$ cat config.mk
export PLATFORM = sky130hd
export DESIGN_NAME = cache_dir_flat
export DESIGN_NICKNAME = d
export VERILOG_FILES = /design/src/rtl/cache_pkg.sv /design/src/rtl/cache_dir_if.sv /design/src/rtl/cache_dir.sv /design/src/flat_wrapper.sv
export SDC_FILE = /design/constraint.sdc
export NUM_CORES = 1
export LEC_CHECK = 0
export CAP_MARGIN = 10
export CORE_MARGIN = 2
export CORE_UTILIZATION = 40
export DETAILED_ROUTE_END_ITERATION = 16
export HOLD_SLACK_MARGIN = 0.05
export PLACE_DENSITY = 0.58
export SETUP_SLACK_MARGIN = 0.3
export SLEW_MARGIN = 15
export SYNTH_ARGS = -nofsm -noshare
export SYNTH_HDL_FRONTEND = slang
export SYNTH_SLANG_ARGS = --single-unit
$ cat constraint.sdc
create_clock -name clk -period 2.8 [get_ports clk]
set_input_delay 0.28 -clock clk [delete_from_list [all_inputs] [get_ports clk]]
set_output_delay 0.28 -clock clk [all_outputs]
set_load 0.02 [all_outputs]
$ cat src/rtl/cache_pkg.sv
// Shared types for the cache controller / directory pair.
// line_state_t: MESI-style coherence state stored per directory set.
package cache_pkg;

    typedef enum logic [1:0] {
        INVALID   = 2'd0,
        SHARED    = 2'd1,
        EXCLUSIVE = 2'd2,
        MODIFIED  = 2'd3
    } line_state_t;

endpackage

$ cat src/rtl/cache_dir_if.sv
// Lookup/update channel between the cache controller (req) and the
// cache directory (rsp).
//   addr          : line address to look up or write
//   next_state    : state committed on a write
//   write         : commit tag/next_state for addr on the next clock edge
//   current_state : stored state of the addressed set (combinational)
//   hit           : tag matches and the line is valid (combinational)
interface cache_dir_if #(
    parameter int unsigned ADDR_WIDTH = 32
);
    import cache_pkg::*;

    logic [ADDR_WIDTH-1:0] addr;
    line_state_t           next_state;
    logic                  write;
    line_state_t           current_state;
    logic                  hit;

    modport req (output addr, next_state, write, input current_state, hit);
    modport rsp (input addr, next_state, write, output current_state, hit);

endinterface

$ cat src/rtl/cache_dir.sv
// Direct-mapped cache directory: one tag and one coherence state per set.
// After reset or flush an internal sweep invalidates every set before
// lookups and writes are served.
//   clk   : clock
//   rst   : synchronous active-high reset
//   dir   : cache_dir_if responder (addr/next_state/write in, current_state/hit out)
//   flush : single-cycle pulse, invalidates all sets
//   ready : registered, high while lookups and writes are served
module cache_dir
    import cache_pkg::*;
#(
    parameter int unsigned ADDR_WIDTH = 32,
    parameter int unsigned LINE_BYTES = 64,
    parameter int unsigned NUM_SETS   = 64
) (
    input  logic       clk,
    input  logic       rst,
    cache_dir_if.rsp   dir,
    input  logic       flush,
    output logic       ready
);

    localparam int unsigned OFF = $clog2(LINE_BYTES);
    localparam int unsigned IDX = $clog2(NUM_SETS);
    localparam int unsigned TAG = ADDR_WIDTH - IDX - OFF;

    typedef enum logic {
        ST_INIT  = 1'b0,
        ST_READY = 1'b1
    } fsm_t;

    fsm_t                 st_q;
    fsm_t                 st_d;
    logic [IDX-1:0]       sweep_q;
    logic [IDX-1:0]       sweep_d;

    logic [TAG-1:0]       tag_q   [NUM_SETS];
    line_state_t          state_q [NUM_SETS];

    logic [IDX-1:0]       idx;
    logic [TAG-1:0]       tag;
    logic                 sweep_we;
    logic                 wr_en;

    // Address split; offset bits never take part in a lookup.
    assign idx = dir.addr[OFF +: IDX];
    assign tag = dir.addr[ADDR_WIDTH-1 -: TAG];

    logic unused_off;
    assign unused_off = ^dir.addr[OFF-1:0];

    // State register, sweep counter and registered ready.
    always_ff @(posedge clk) begin
        if (rst) begin
            st_q    <= ST_INIT;
            sweep_q <= '0;
            ready   <= 1'b0;
        end else begin
            st_q    <= st_d;
            sweep_q <= sweep_d;
            ready   <= (st_d == ST_READY);
        end
    end

    // Next-state: sweep every set once, flush restarts the sweep from set 0.
    always_comb begin
        st_d    = st_q;
        sweep_d = sweep_q;
        case (st_q)
            ST_INIT: begin
                if (flush) begin
                    sweep_d = '0;
                end else begin
                    sweep_d = sweep_q + IDX'(1);
                    if (sweep_q == IDX'(NUM_SETS - 1)) begin
                        st_d = ST_READY;
                    end
                end
            end
            ST_READY: begin
                if (flush) begin
                    st_d    = ST_INIT;
                    sweep_d = '0;
                end
            end
            default: begin
                st_d    = ST_INIT;
                sweep_d = '0;
            end
        endcase
    end

    // Outputs: lookups are masked during the sweep; a flush or reset in the
    // same cycle drops a controller write.
    always_comb begin
        sweep_we          = 1'b0;
        wr_en             = 1'b0;
        dir.hit           = 1'b0;
        dir.current_state = INVALID;
        if (st_q == ST_INIT) begin
            sweep_we = 1'b1;
        end else begin
            dir.current_state = state_q[idx];
            dir.hit           = (tag_q[idx] == tag) && (state_q[idx] != INVALID);
            wr_en             = dir.write && !flush && !rst;
        end
    end

    // Directory storage; tags are never cleared, only states.
    always_ff @(posedge clk) begin
        if (sweep_we) begin
            state_q[sweep_q] <= INVALID;
        end else if (wr_en) begin
            tag_q[idx]   <= tag;
            state_q[idx] <= dir.next_state;
        end
    end

endmodule
$ cat src/flat_wrapper.sv
// flat-port wrapper written by rule: the top's interface ports become plain ports
module cache_dir_flat import cache_pkg::*;
#(
    parameter int unsigned ADDR_WIDTH = 32,
    parameter int unsigned LINE_BYTES = 64,
    parameter int unsigned NUM_SETS   = 64
)
  (clk, rst, flush, ready, dir_addr, dir_next_state, dir_write, dir_current_state, dir_hit);
  cache_dir_if #(.ADDR_WIDTH(ADDR_WIDTH)) dir_i ();
  input  logic clk;
  input  logic rst;
  input  logic flush;
  output logic ready;
  input wire logic [$bits(dir_i.addr)-1:0] dir_addr;
  input wire logic [$bits(dir_i.next_state)-1:0] dir_next_state;
  input wire logic [$bits(dir_i.write)-1:0] dir_write;
  output wire logic [$bits(dir_i.current_state)-1:0] dir_current_state;
  output wire logic [$bits(dir_i.hit)-1:0] dir_hit;
  assign dir_i.addr = dir_addr;
  assign dir_i.next_state = dir_next_state;
  assign dir_i.write = dir_write;
  assign dir_current_state = dir_i.current_state;
  assign dir_hit = dir_i.hit;
  cache_dir #(.ADDR_WIDTH(ADDR_WIDTH), .LINE_BYTES(LINE_BYTES), .NUM_SETS(NUM_SETS)) u_core (.clk(clk), .rst(rst), .dir(dir_i), .flush(flush), .ready(ready));
endmodule
==> metrics.csv <==
metric;value;unit
yosys-top-cells-area;edfxtp_1 77%, mux4_2 2.7%, mux2_2 2.6%;
final-setup-viol-count;3;
place_congestion;0.987;
period_share;163;%
max_freq;0.219;GHz
cts_tree;done;
fin_nets;3681;
fin_ws;-1.76;ns
syn-mean-instance-area;17.9;um2
die_w;376;um
max_cap_violations;0;
grt_use_total;26.3;%
violations;negative setup slack;
crit_fanout;2;
worst_slew_pin_slew;1.18;ns
synth_largest_type_area_fraction;76.6;%
syn_area;0.0552;mm2
worstPathArrival;4.28;ns
num_io_pins;42;
finalSetupTns;-2.99;ns
syn2layout_area_growth;22.9;%
postCtsSetupBuffers;0;
clock_path_buffers;3;
cts_sinks;1415;
rsz0062_at_grt;yes;
start_util;40.2;%
slew_headroom;19.3;%
worstSetupPathType;reg2out;
synth_commonest_cells;1408 x edfxtp_1, 182 x nor2_1, 151 x a22oi_1;
drc;0;
synthCells;3088;
via_per_inst;6.11;
leakage;22.6;nW
hold_violations;0;
portBuffers;35;
peakVddDrop;0.561;mV
rows;136;
fin_skew;0.0204;ns
dp_hpwl;121000;um
first_global_vias;32400;
ys_seq_area_share;76.8;%
critical_path_required;2.52;ns
antenna_found_initial;8;
yosys_most_used_dff;edfxtp_1;
wl_per_cell;33.7;um
synth_edf_count;1408;
holdPathStages;2;
die-area;0.141;mm2
cts_root_buf;clkbuf_16;
end_kind;output pin;
die_y;376;um
power_density;676;mW/mm2
ys_ff_latch;1415;
ant_nets;0;
crit_path_start_kind;flip-flop;
place_ws;-1.55;ns
synth_top_cell_by_area;edfxtp_1;
drt_iter0_markers;5105;
num_vias;33900;
min_path_type;in2reg;
wirelength;187000;um
final_cell_area;0.0679;mm2
grt_max_degree;65;
cts_max_level;4;
async_flop_share;0;%
clkLatencyLatePin;0.77;ns
synth.distinct_cells;78;
grt_pass1_wl;259000;um
yosys_warnings;0;
outcome;finished, violations left;
drive_above_1_share;29.9;%
overflow;0;
numCtsBuffers;149;
place_area;0.0630;mm2
r2r_cells;5;
yosysMostFrequentCell;edfxtp_1;
firstDrtPassIters;6;
synth_nets;3127;
clk_pin_slew_worst_paths;0.06;ns
finalMaxSlewViolations;0;
period_minus_slack;4.56;ns
core_area;0.137;mm2
## cell usage in the layout, fill, tap and decap left out, types with 10 or more instances in the layout
master     netlist  routed
edfxtp_1      1408    1408
buf_4           15     449
clkbuf_16        0     153
a22oi_1        151     151
mux2_2         129     126
buf_12           0     123
mux2i_1        123     122
nor2_1         182     114
nand2_1        107     100
a221oi_1        82      82
a221o_1         79      79
a21oi_1         79      78
o21ai_0         70      68
mux4_2          66      66
o22ai_1         50      48
clkinv_1         0      45
nor2_2           0      40
a31oi_1         36      35
a22o_1          29      29
nor2_4           0      28
clkbuf_1        86      25
a222oi_1        24      24
buf_2           66      20
clkinv_2         0      17
o211ai_1        14      14
bufinv_16        0      14
nand2b_1        13      13
mux2_1          14      13
nand3_1         13      12
nand4_1         12      12
xor2_1          12      12
a211oi_1        11      11
xnor2_1         10      10
## sequential cells by signal (all words and copies together) (netlist names)
signal,flops
u_core.state_q,128
u_core.tag_q,1280
u_core.sweep_q,6
u_core.ready,1
## final timing paths
path	start	to	slack, ns
max reg2reg	u_core.ready$_SDFF_PP0_	u_core.state_q[8][1]$_DFFE_PP_	0.48
max	u_core.tag_q[44][5]$_DFFE_PP_	dir_hit	-1.76
min reg2reg	u_core.sweep_q[2]$_SDFFE_PP0P_	u_core.sweep_q[2]$_SDFFE_PP0P_	0.62
min	dir_addr[13]	u_core.tag_q[54][1]$_DFFE_PP_	0.17
## layer usage
layer	wire length [um]	GRT usage, %	up-vias	part of all wire [%]
met4	7740	10.4	6	4.1
li1	-	-	13900	-
met1	75200	37.1	17600	40
met3	20800	6.39	375	11
met2	83600	39.3	2079	45
met5	35	0	-	0.019
## layout make-up
class / instances / area, um2
Antenna cell: 2 / 5.00
Clock buffer: 178 / 3920
Clock inverter: 92 / 852
Fill cell: 11300 / 69400
Inverter: 7 / 31.3
Multi-Input combinational cell: 1457 / 12200
Sequential cell: 1415 / 42400
Tap cell: 1794 / 2240
Timing Repair Buffer: 612 / 6170
## worst max-delay path, cell delays in order, from the launching register on
cell and delay, ns:
edfxtp_1 0.37, mux2_2 0.28, a221o_1 0.30, a222oi_1 0.55, o22ai_1 0.14, or4_1 0.52, nor4_1 0.19, o221a_2 0.24
nand4_1 0.21, nor4_4 0.41, buf_4 0.20, buf_6 0.11
## through the flow
| step | std cells | hold slack, ns | power (mW) | util, % |
|---|---|---|---|---|
| after global routing | 5555 | 0.158 | 46.9 | 49.4 |
| after floorplan | 3088 | 0.379 | 24.9 | - |
| final | 5557 | 0.169 | 45.9 | 49.4 |
| after detailed placement | 5285 | 0.610 | 26.8 | 45.8 |
| after global placement | 5285 | 0.604 | 26.7 | 45.8 |
| after CTS | 5555 | 0.126 | 46.0 | 49.4 |
## logic make-up after synthesis
kind of cell | share of synthesized area [%]
DFF | 76.8
AOI/OAI and AO/OA | 9.40
and+or+nand+nor | 3.43
muxes | 7.95
buffers and inverters | 2.03
xor gates and xnor gates | 0.349
adders and majority gates | 0.0227
## timing repair
| action | in CTS | in global routing |
|---|---|---|
| pin swaps | 7 | 1 |
| gates resized for setup | 33 | 9 |
| endpoints found under the setup margin | 716 | 78 |
| hold endpoints to repair | 0 | 0 |
| hold buffers | 0 | 0 |
## where the power goes
| part | internal (mW) | switching [mW] |
|---|---|---|
| Sequential | 23.3 | 0.00436 |
| Clock | 11.3 | 8.18 |
| Combinational | 1.12 | 2.01 |
| Total | 35.7 | 10.2 |
Note: power is estimated with default switching activity, not from simulation.
